### config.mk
export PLATFORM = sky130hd
export DESIGN_NAME = regfile_arbiter
export DESIGN_NICKNAME = d
export VERILOG_FILES = /design/src/rtl/regfile_arbiter.sv
export SDC_FILE = /design/constraint.sdc
export NUM_CORES = 1
export LEC_CHECK = 0
export BUFFER_PORTS_ARGS = -buffer_cell sky130_fd_sc_hd__buf_4
export CAP_MARGIN = 5
export CORE_MARGIN = 2
export CORE_UTILIZATION = 46
export DETAILED_ROUTE_END_ITERATION = 7
export PLACE_DENSITY_LB_ADDON = 0.25
export SYNTH_ARGS = -nofsm -noshare
export SYNTH_HDL_FRONTEND = slang
export SYNTH_SLANG_ARGS = --single-unit
### constraint.sdc
create_clock -name Clk -period 2.4 [get_ports Clk]
set_clock_uncertainty 0.15 [all_clocks]
set_input_delay 0.36 -clock Clk [delete_from_list [all_inputs] [get_ports Clk]]
set_output_delay 0.36 -clock Clk [all_outputs]
set_load 0.05 [all_outputs]
### src/rtl/regfile_arbiter.sv
// regfile_arbiter: shares a single-read/single-write register file between requesters A and B.
// Define REGARB_RR_EN for round-robin tie breaking; otherwise ties go to A.
module regfile_arbiter #(
  parameter int DW = 32,
  parameter int AW = 2
) (
  input  logic          Clk,
  input  logic          Rst_n,
  input  logic          A_Req,
  input  logic          A_Wr,
  input  logic [AW-1:0] A_Addr,
  input  logic [DW-1:0] A_WData,
  output logic          A_Ack,
  output logic [DW-1:0] A_RData,
  input  logic          B_Req,
  input  logic          B_Wr,
  input  logic [AW-1:0] B_Addr,
  input  logic [DW-1:0] B_WData,
  output logic          B_Ack,
  output logic [DW-1:0] B_RData,
  output logic          RF_Ren,
  output logic          RF_Wen,
  output logic [AW-1:0] RF_RAddr,
  output logic [AW-1:0] RF_WAddr,
  output logic [DW-1:0] RF_WData,
  output logic          RF_Rst,
  input  logic [DW-1:0] RF_RData,
  output logic          Busy
);
  typedef enum logic [1:0] {IDLE, ISSUE, RWAIT, DONE} state_t;
  state_t        state_q, state_d;
  logic          gnt_b_q, gnt_b_d;
  logic          last_b_q, last_b_d;
  logic          cmd_wr_q, cmd_wr_d;
  logic [AW-1:0] cmd_addr_q, cmd_addr_d;
  logic [DW-1:0] cmd_wdata_q, cmd_wdata_d;
  logic [DW-1:0] a_rdata_q, a_rdata_d, b_rdata_q, b_rdata_d;
  logic          ren_q, ren_d, wen_q, wen_d;
  logic          a_ack_q, a_ack_d, b_ack_q, b_ack_d;
  logic          busy_q, busy_d;
  logic          pick_b;
  always_comb begin
`ifdef REGARB_RR_EN
    pick_b = B_Req && (!A_Req || !last_b_q);
`else
    pick_b = !A_Req;
`endif
    state_d     = state_q;
    gnt_b_d     = gnt_b_q;
    last_b_d    = last_b_q;
    cmd_wr_d    = cmd_wr_q;
    cmd_addr_d  = cmd_addr_q;
    cmd_wdata_d = cmd_wdata_q;
    a_rdata_d   = a_rdata_q;
    b_rdata_d   = b_rdata_q;
    case (state_q)
      IDLE: if (A_Req || B_Req) begin
        state_d     = ISSUE;
        gnt_b_d     = pick_b;
        last_b_d    = pick_b;
        cmd_wr_d    = pick_b ? B_Wr : A_Wr;
        cmd_addr_d  = pick_b ? B_Addr : A_Addr;
        cmd_wdata_d = pick_b ? B_WData : A_WData;
      end
      ISSUE: state_d = cmd_wr_q ? DONE : RWAIT;
      RWAIT: begin
        state_d   = DONE;
        a_rdata_d = gnt_b_q ? a_rdata_q : RF_RData;
        b_rdata_d = gnt_b_q ? RF_RData : b_rdata_q;
      end
      default: state_d = IDLE;
    endcase
    // Strobes are decoded from the next state so they come straight off flops
    wen_d   = (state_d == ISSUE) && cmd_wr_d;
    ren_d   = (state_d == ISSUE) && !cmd_wr_d;
    a_ack_d = (state_d == DONE) && !gnt_b_d;
    b_ack_d = (state_d == DONE) && gnt_b_d;
    busy_d  = state_d != IDLE;
  end
  always_ff @(posedge Clk or negedge Rst_n) begin
    if (!Rst_n) begin
      state_q     <= IDLE;
      gnt_b_q     <= 1'b0;
      last_b_q    <= 1'b1;
      cmd_wr_q    <= 1'b0;
      cmd_addr_q  <= '0;
      cmd_wdata_q <= '0;
      a_rdata_q   <= '0;
      b_rdata_q   <= '0;
      ren_q       <= 1'b0;
      wen_q       <= 1'b0;
      a_ack_q     <= 1'b0;
      b_ack_q     <= 1'b0;
      busy_q      <= 1'b0;
    end else begin
      state_q     <= state_d;
      gnt_b_q     <= gnt_b_d;
      last_b_q    <= last_b_d;
      cmd_wr_q    <= cmd_wr_d;
      cmd_addr_q  <= cmd_addr_d;
      cmd_wdata_q <= cmd_wdata_d;
      a_rdata_q   <= a_rdata_d;
      b_rdata_q   <= b_rdata_d;
      ren_q       <= ren_d;
      wen_q       <= wen_d;
      a_ack_q     <= a_ack_d;
      b_ack_q     <= b_ack_d;
      busy_q      <= busy_d;
    end
  end
  assign A_Ack    = a_ack_q;
  assign B_Ack    = b_ack_q;
  assign A_RData  = a_rdata_q;
  assign B_RData  = b_rdata_q;
  assign RF_Ren   = ren_q;
  assign RF_Wen   = wen_q;
  assign RF_RAddr = cmd_addr_q;
  assign RF_WAddr = cmd_addr_q;
  assign RF_WData = cmd_wdata_q;
  assign RF_Rst   = ~Rst_n;
  assign Busy     = busy_q;
endmodule

==> run metrics <==
status=finished, final reports clean; Syn Nets=428; RSZ-0062 raised after global routing=false; FILL cells=690; Worst Setup End Kind=flip-flop; Antenna Violating Nets Remaining=0; antenna violations before repair=0; routability cong.=0.703; Layout area overhead=43.1%; vias in the first global route=3207; DR vias=3121; met1 wire length=4.12 mm; global-route wire length before repair=15.4 mm; CTS Sinks=107; Slew Limit Headroom=60.3%; Detailed Routing Iterations Pass 1=4; minimum clock period=1830 ps; Clock Latency Late Sink=350 ps; WP buf/inv=2; DRT iter0 DRCs=85; Starting Density=47.0%; fin. max-slew vios=0; diodes inserted=0; number of standard cells after synthesis=318; grt total ovfl=0; routed length per instance=15.1 um; setup_tns=0 ps; WL final=9.69 mm; Top Layer Used=met4; worst slew pin tran=595 ps; Placement Rows=35; top post-synthesis cells by area=dfrtp_1 62%, mux2_2 16%, mux2i_1 7.9%; synthesized cell area=0.00433 sq mm; final hold violations=0; Clk Tree Root Cell=clkbuf_8; clock buffer count from CTS=9; pin count of the biggest net entering global routing=108; post-synth cell types=24; Data arrival, critical path=1890 ps; maximum clock frequency=546 MHz; DR DRC count=0; die span in y=101 um; Core ar.=0.00920 sq mm; crit-path max cell delay=470 ps; CP Launch Type=flip-flop; fraction of layout cells with a size suffix above 1=55.6%; H-tree depth=3; Hold Path Class=input port to flip-flop; CP Cell Sequence=inv_1 -> ha_1 -> o21ai_4 -> buf_4 -> o21ai_0; WS Path Type=flip-flop to flip-flop; Detail Route met2 WL=4.66 mm; met3 wire len=789 um; crit path max fanout=68; final critical-path share of the clock period=76.3%; chip width=101 um; I/O Pins=212; setup violators final=0; Worst path top cell family by delay=buffers and inverters; clock-pin slew on the worst setup and hold paths=100 ps; Yosys warning total=0; flops & latches, synth=107; IO buf count=211; r2r setup slk=570 ps; Total GRT Usage=19.4%; required time worst endpoint=2460 ps; dpl hpwl=7.21 mm; nets=636; Setup Fix Bufs, Post-CTS=0; CTS Buffer Depth=2; TritonCTS clock tree=yes; die area=0.0102 sq mm; Via density=4.86; max-cap violations=0; syn_area_per_cell=13.6 sq um; largest area contributor in the netlist=dfrtp_1; area share of the largest cell type after synthesis=61.9%; CP max stage cell=buf_4; Seq/Total Area, Yosys=61.9%
-- state kept, by name, indices dropped and copies added, names as in the netlist, 2 cells and up --
signal,flops
A_RData,32
RF_WData,32
RF_RAddr,2
B_RData,32
state_q,2
-- worst register-to-register path: cells and delay by family (launching register included) --
| kind | cells | cell delay, ps |
|---|---|---|
| AO/OA/AOI/OAI | 2 | 310 |
| adder cells (fa/ha/maj) | 1 | 270 |
| buffers and inverters | 2 | 550 |
| flip-flops | 1 | 400 |
-- worst paths after layout --
path | startpoint | to | cells after the start
min in group asynchronous | Rst_n | A_RData[12] | 3
worst min register to register | RF_WData[31] | RF_WData[31] | 2
max in group asynchronous | Rst_n | RF_WData[8] | 3
worst max register to register | state_q[0] | RF_WData[21] | 5
worst max-delay path | state_q[0] | RF_WData[21] | 5
worst min-delay path | RF_RData[6] | A_RData[6] | 2
-- stage by stage --
step	setup WS [ps]	util [%]	hold WS (ps)	std cells	instance area, sq um
floorplan	671	-	-85.6	318	4330
global placement	603	65.3	313	625	6000
detailed placement	496	65.3	321	625	6000
CTS	548	67.3	59.4	642	6190
global route	383	67.3	42.6	642	6190
finish	568	67.3	75.2	642	6190
-- metal layers --
metal / vias up / global-route usage [%]
met1: 1453 / 25.1
met2: 146 / 31.6
li1: 1513 / -
met4: 0 / 6.03
met3: 9 / 5.96
met5: - / 0
-- cells in the final DEF (no fill, tap or decap), types with 2 or more instances in the layout --
cell type	synthesis	layout
a21oi_1	2	2
buf_4	6	215
clkbuf_1	5	2
clkbuf_8	0	10
clkinvlp_4	0	2
dfrtp_1	107	107
ha_1	4	4
inv_1	4	4
inv_6	0	2
mux2_1	2	2
mux2_2	62	62
mux2i_1	34	34
nand2_1	35	35
nand2b_1	2	2
nor3b_1	2	2
o21ai_0	34	34
-- synth_stat cells, drive strengths merged --
cell	count
and3b	1
dfrtp	107
nor3	2
a21oi	2
o22a	1
nor2b	1
mux2	64
nand2b	2
nor2	1
nand2	35
clkbuf	5
o21ai	35
inv	4
buf	15
and2	1
and4b	1
mux2i	34
ha	4
nor3b	2
a221o	1
-- final cells by class --
cell class	instances	area, sq um	area share [%]
Clock inverter	4	32.5	0.525
Tap cell	111	139	2.24
Sequential cell	107	2680	43.2
Clock buffer	12	145	2.34
Timing Repair Buffer	217	1640	26.6
Inverter	4	15.0	0.243
Multi-Input combinational cell	187	1540	24.8
-- timing repair --
action / in CTS / in global routing
setup endpoints to repair: 0 / 0
hold buffers: 1 / 0
hold endpoints to repair: 107 / 0
gates resized for setup: 0 / 0
-- logic make-up (layout without fill, tap and decap cells) --
family	Yosys count	after routing	synth area share, %
adders and majority gates	4	4	1.16
muxes	98	98	24.5
buffers and inverters	24	237	2.86
DFF	107	107	61.9
AOI/OAI and AO/OA	39	39	4.71
and+or+nand+nor	46	46	4.83
Power is not shown: default switching activity piles up to over one toggle a cycle in this logic, so the estimate is an artifact.
